## src/rtl/vram_arbiter.sv

```systemverilog
// vram_arbiter
// Shares one single-port 64K x 8 VRAM between the video scanout engine
// (high priority) and the CPU bus bridge (low priority). One access is granted
// per clock. Read ownership travels down a tag pipeline that matches the VRAM
// read latency, so each returned byte is steered back to the requester that
// issued it.
//
// Optional feature macro: VRAM_ARB_STARVE_EN
//   When defined, a CPU wait counter lets the CPU take a grant away from video
//   after MAX_WAIT consecutive refused cycles. When undefined, video priority
//   is fixed.
//
// Parameters
//   READ_LATENCY  clock edges from the accept edge to valid ram_data_in_q (1..4)
//   MAX_WAIT      CPU starvation limit, used only with VRAM_ARB_STARVE_EN (1..255)
//
// Ports
//   clk, reset                   clock, asynchronous active-high reset
//   vid_req / vid_addr           video read request, held until vid_ack
//   vid_ack                      video granted this cycle (combinational)
//   vid_rvalid / vid_rdata       video read return pulse and held data
//   cpu_req/addr/we/wdata        CPU request, held stable until cpu_ack
//   cpu_ack                      CPU granted this cycle (combinational)
//   cpu_rvalid / cpu_rdata       CPU read return pulse and held data
//   ram_addr/data_in/write_enable  VRAM drive
//   ram_data_in_q                VRAM read data

module vram_arbiter #(
  parameter int READ_LATENCY = 2,
  parameter int MAX_WAIT     = 8
) (
  input  logic        clk,
  input  logic        reset,
  input  logic        vid_req,
  input  logic [15:0] vid_addr,
  output logic        vid_ack,
  output logic        vid_rvalid,
  output logic [7:0]  vid_rdata,
  input  logic        cpu_req,
  input  logic [15:0] cpu_addr,
  input  logic        cpu_we,
  input  logic [7:0]  cpu_wdata,
  output logic        cpu_ack,
  output logic        cpu_rvalid,
  output logic [7:0]  cpu_rdata,
  output logic [15:0] ram_addr,
  output logic [7:0]  ram_data_in,
  output logic        ram_write_enable,
  input  logic [7:0]  ram_data_in_q
);

  // Elaboration-time guard on the parameter ranges.
  if (READ_LATENCY < 1 || READ_LATENCY > 4) begin : g_bad_latency
    $error("vram_arbiter: READ_LATENCY must be 1..4");
  end
  if (MAX_WAIT < 1 || MAX_WAIT > 255) begin : g_bad_max_wait
    $error("vram_arbiter: MAX_WAIT must be 1..255");
  end

  logic                    starve;
  logic [READ_LATENCY-1:0] tag_valid;
  logic [READ_LATENCY-1:0] tag_owner;
  logic [7:0]              vid_hold;
  logic [7:0]              cpu_hold;
  logic                    ret_valid;
  logic                    ret_owner;

`ifdef VRAM_ARB_STARVE_EN
  logic [7:0] wait_cnt;

  // Once the CPU has been refused MAX_WAIT times in a row it overrides video.
  assign starve = cpu_req && (wait_cnt == 8'(MAX_WAIT));

  // Count refused CPU cycles, saturating; any grant or dropped request clears.
  always_ff @(posedge clk or posedge reset) begin
    if (reset) begin
      wait_cnt <= 8'd0;
    end else if (!cpu_req || cpu_ack) begin
      wait_cnt <= 8'd0;
    end else if (wait_cnt != 8'(MAX_WAIT)) begin
      wait_cnt <= wait_cnt + 8'd1;
    end
  end
`else
  assign starve = 1'b0;
`endif

  // Grant: video first unless the CPU has starved; CPU takes any free cycle.
  assign vid_ack = vid_req && !starve;
  assign cpu_ack = cpu_req && !vid_ack;

  // VRAM drive follows the grant; writes are blocked while reset is high.
  always_comb begin
    ram_addr         = 16'h0000;
    ram_data_in      = 8'h00;
    ram_write_enable = 1'b0;
    if (vid_ack) begin
      ram_addr = vid_addr;
    end else if (cpu_ack) begin
      ram_addr         = cpu_addr;
      ram_data_in      = cpu_wdata;
      ram_write_enable = cpu_we && !reset;
    end
  end

  // Tag pipeline: one stage per latency edge. Stage 0 captures whether the
  // granted access will produce read data and who owns it (1 = CPU).
  always_ff @(posedge clk or posedge reset) begin
    if (reset) begin
      tag_valid <= '0;
      tag_owner <= '0;
    end else begin
      tag_valid[0] <= vid_ack || (cpu_ack && !cpu_we);
      tag_owner[0] <= !vid_ack && cpu_ack;
      for (int i = 1; i < READ_LATENCY; i++) begin
        tag_valid[i] <= tag_valid[i-1];
        tag_owner[i] <= tag_owner[i-1];
      end
    end
  end

  assign ret_valid  = tag_valid[READ_LATENCY-1];
  assign ret_owner  = tag_owner[READ_LATENCY-1];
  assign vid_rvalid = ret_valid && !ret_owner;
  assign cpu_rvalid = ret_valid && ret_owner;

  // During a return pulse the data comes straight from the VRAM; otherwise
  // the last returned byte is presented from the hold registers.
  always_ff @(posedge clk or posedge reset) begin
    if (reset) begin
      vid_hold <= 8'h00;
      cpu_hold <= 8'h00;
    end else begin
      if (vid_rvalid) vid_hold <= ram_data_in_q;
      if (cpu_rvalid) cpu_hold <= ram_data_in_q;
    end
  end

  assign vid_rdata = vid_rvalid ? ram_data_in_q : vid_hold;
  assign cpu_rdata = cpu_rvalid ? ram_data_in_q : cpu_hold;

endmodule

```

## config.mk

```make
export PLATFORM = sky130hd
export DESIGN_NAME = vram_arbiter
export DESIGN_NICKNAME = d
export VERILOG_FILES = /design/src/rtl/vram_arbiter.sv
export SDC_FILE = /design/constraint.sdc
export NUM_CORES = 1
export LEC_CHECK = 0
export ABC_CLOCK_PERIOD_IN_PS = 1500
export BUFFER_PORTS_ARGS = -buffer_cell sky130_fd_sc_hd__buf_2
export CAP_MARGIN = 20
export CORE_UTILIZATION = 37
export CTS_BUF_LIST = sky130_fd_sc_hd__clkbuf_8
export DETAILED_ROUTE_END_ITERATION = 6
export PLACE_DENSITY = 0.82
export SLEW_MARGIN = 20
export SYNTH_ARGS = -nofsm -noshare
export SYNTH_HDL_FRONTEND = slang
export SYNTH_SLANG_ARGS = --single-unit
```

## constraint.sdc

```tcl
create_clock -name clk -period 1.5 [get_ports clk]
set_clock_uncertainty 0.1 [all_clocks]
set_input_delay 0.15 -clock clk [delete_from_list [all_inputs] [get_ports clk]]
set_output_delay 0.15 -clock clk [all_outputs]
set_load 0.03 [all_outputs]
```

* Word level (Yosys, flattened, before mapping)
Index checks and enable logic that the tools add are counted.
Word-level totals: register bits 20, memories kept 0, ROM bits 0, output and inout port bits 45, latch bits 0, RAM bits 0, input bits 53
Operators by class: div/mod/pow operators 0, reductions and logical operators 11, bitwise logic cells 0, add/sub/neg operators 0, equality and inequality tests 0, multiplexer cells 8, shift operators 0, $lt $le $gt $ge 0, multiply operators 0
Operator list (number):
- 16-bit 2-to-1 mux | 2
- 8-bit 2-to-1 mux | 4
- 1-bit logical AND | 6
- 1-bit logical NOT | 4
- 1-bit 2-to-1 mux | 2
- 1-bit logical OR | 1

* Longest topological paths before layout
depth in word-level cells 4, depth in mapped cells 5, depth with buffers taken out 2

* Worst setup path after synthesis
OpenSTA, ideal clock, no wires.
path type input to output, from in reset, to out ram_write_enable, path slack 0.229 ns, required time 1.250 ns, buffers on the path 0, data arrival time 1.021 ns, cell stages on the path 2, path through inv_1 > and3_1
Between the ends: longest elaborated chain between the ends 4
Ends and longest elaborated chain:
- start, declared | RTL line 33 | input logic reset,
- 1-bit logical NOT (no source line)
- 1-bit logical AND | RTL line 102 | ram_write_enable = cpu_we && !reset;
- 1-bit 2-to-1 mux | RTL line 99 | end else if (cpu_ack) begin
- 1-bit 2-to-1 mux | RTL line 97 | if (vid_ack) begin
- end, declared | RTL line 48 | output logic ram_write_enable,
No other way between the ends.

* Worst setup path in the final report
from reg tag_owner[1], to out vid_rdata[6]
Between the ends: longest elaborated chain between the ends 3
Ends and longest elaborated chain:
- start, declared | RTL line 62 | logic [READ_LATENCY-1:0] tag_owner;
- start signal, assigned by index | RTL line 117 | tag_owner[i] <= tag_owner[i-1];
- 1-bit logical NOT | RTL line 124 | assign vid_rvalid = ret_valid && !ret_owner;
- 1-bit logical AND | RTL line 124
- 8-bit 2-to-1 mux
- end, declared | RTL line 38 | output logic [7:0] vid_rdata,
No other way between the ends.

==> run_results.csv <==
group,metric,value,unit
place,placed_cell_area,1490,sq um
worst_setup_path,r2r_slack,0.15,ns
sta,drv_slew,0,
clocking,clk_pin_slew_worst_paths,0.07,ns
clocking,cts_tree,"built",
route,ant_nets,0,
sta,timing.fmax,0.605,GHz
worst_setup_path,crit_buf_inv,2,
die,initial_utilization,39.8,%
min_path,hold_class,"in -> reg",
worst_setup_path,crit_path_max_incr_delay,0.40,ns
sta,timing.final.ws_setup,-0.154,ns
min_path,min-delay-start,"cpu_req",
route,routed_via_density,4.67,
global_routing,grt.total_usage,17.4,%
route,drt_first_pass_iters,2,
global_routing,use_met1,18.3,%
sta,layout_min_cycle_time,1.65,ns
route,drc,0,
cells_and_area,utilization,70.3,%
cells_and_area,area_growth_syn_to_layout,76.7,%
global_routing,grt-ovfl-total,0,
sta,setup_viol,16,
worst_setup_path,crit_fanout,7,
worst_setup_path,crit_family,"flip-flops",
place,placedCellCount,201,
cells_and_area,stdcell_area,1760,sq um
global_routing,grt_pass1_wl,3.68,mm
worst_setup_path,crit_path_end_kind,"primary output",
logic_synthesis,ys_warn_count,0,
global_routing,antenna_found_initial,0,
global_routing,grt.busiest_layer,"met2",
global_routing,use_met2,34.4,%
route,wl_per_cell,12.6,microns
place,place_ws,0.0935,ns
clocking,h-tree-depth,1,
die,num_rows,18,
cells_and_area,drive_gt1_share,71.7,%
place,hpwl,2.11,mm
worst_setup_path,path_cells,"nand2b_4, buf_8, mux2_4, buf_6",
sta,hold_viol_final,0,
sta,rsz0062_at_grt,"yes",
logic_synthesis,synth_cell_types,13,
sta,maxSlewHeadroom,83.7,%
cells_and_area,insertedDiodeCount,0,
die,core-area,2500,sq um
status,violations,"setup timing",
sta,worstMarginPinSlew,0.245,ns
clocking,clock_sinks,20,
logic_synthesis,synth.avg_cell_area,13.1,sq um
clocking,clkLatencyLatePin,0.25,ns
power_and_ir_drop,leakage,1.02,nW
die,die_area,2900,sq um
global_routing,grt_pass1_vias,917,
worst_setup_path,crit_type,"reg -> out",
global_routing,grt_start_max_net_pins,26,
power_and_ir_drop,powerDensity,1030,nW/um^2
logic_synthesis,syn-cell-area,995,sq um
worst_setup_path,slowest_stage,"dfrtp_1",
sta,tns,-1.83,ns
place,gp_congestion,0.738,
power_and_ir_drop,fin_total_pwr,1.82,mW
status,status,"finished, violations left",
sta,whs,0.0208,ns
die,die_h,53.9,microns
global_routing,use_met3,3.67,%
die,ios,98,
cells_and_area,nNetsFinal,234,
logic_synthesis,ys_seq_area_share,50.3,%
die,fp.dieW,53.9,microns
route,via_count,980,
worst_setup_path,crit_start,"tag_owner[1]",
logic_synthesis,syn-num-nets,129,
clocking,cts_buffers,3,
worst_setup_path,critPathArrivalTime,1.40,ns
route,initialDrtViolationCount,1,
worst_setup_path,timing.rr.start,"tag_owner[1]",
cells_and_area,stdcell_count,210,
clocking,cts-root-buf,"clkbuf_8",
logic_synthesis,yosys_register_bits,20,
clocking,clockBufferDepth,2,
worst_setup_path,crit_required,1.25,ns
sta,fin_crit_sh,110,%
worst_setup_path,start_kind,"register",
power_and_ir_drop,irDropWorstVdd,787,uV
route,routed_wl,2.64,mm
job,maxCapViolations,0,
place,portBuffers,97,
logic_synthesis,postSynthCellCount,76,
synthesized netlist by cell type, drive strengths merged:
cell type	number	area [sq um]
nand2b	1	6.26
and2	8	50.1
a21o	1	7.51
mux2	16	180
nand2	1	6.26
and3	1	6.26
buf	7	68.8
inv	4	15.0
a22o	16	140
nor2b	1	13.8
dfrtp	20	500
cell families (layout without fill, tap and decap cells):
logic type | count (synthesis) | after routing | synth area share, %
flops | 20 | 20 | 50.3
simple gates | 12 | 12 | 8.30
mux | 16 | 16 | 18.1
buf+inv | 11 | 115 | 8.43
compound gates | 17 | 17 | 14.8
sequential cells by signal, indices dropped and copies added, names as in the netlist:
name / cells
vid_hold: 8
cpu_hold: 8
tag_valid: 2
tag_owner: 2
final cells by class:
| class | count | area [sq um] |
|---|---|---|
| clock buffers | 4 | 55.1 |
| fillers | 198 | 742 |
| inverters | 4 | 15.0 |
| multi-input cells | 45 | 479 |
| flip-flops and latches | 20 | 502 |
| well taps | 30 | 37.5 |
| repair buffers | 107 | 669 |
where the power goes:
| group | switching, mW | leakage (nW) | internal (mW) | total (mW) |
|---|---|---|---|---|
| logic | 0.419 | 0.761 | 0.372 | 0.791 |
| clock network | 0.156 | 0.0288 | 0.233 | 0.389 |
| registers | 0.0249 | 0.233 | 0.615 | 0.640 |
| total | 0.600 | 1.02 | 1.22 | 1.82 |
repair_timing:
item,in CTS,in global routing
setup buffers,3,0
endpoints found under the setup margin,16,16
hold buffers,2,0
hold endpoints to repair,21,0
resized for setup,48,3
worst paths after layout:
| check | to | cells after the start |
|---|---|---|
| min in group asynchronous | tag_valid[0] | 4 |
| hold reg to reg | tag_valid[1] | 0 |
| setup / recovery | vid_rdata[6] | 4 |
| setup reg to reg | vid_hold[6] | 4 |
| max in group asynchronous | tag_valid[1] | 4 |
| hold / removal | tag_valid[0] | 2 |
cell usage in the layout (no fill, tap or decap):
cell	Yosys	routed
a21o_1	1	1
nand2b_4	0	1
dfrtp_1	20	19
dfrtp_2	0	1
inv_1	4	4
dlygate4sd3_1	0	2
and2_1	8	8
nor2b_4	1	1
and3_1	1	1
buf_2	1	81
a22o_1	16	16
buf_4	1	8
buf_8	0	1
clkbuf_8	0	4
buf_6	5	15
mux2_4	0	15
nand2_4	0	1
mux2_2	16	1
per-layer routing:
metal / vias to the layer above / share of wire [%] / routed length (microns)
li1: 474 / - / -
met1: 451 / 38 / 999
met2: 55 / 54 / 1420
met3: 0 / 8.4 / 222
met4: 0 / 0 / 0
met5: - / 0 / 0
Power figures use the tool's default switching activity.
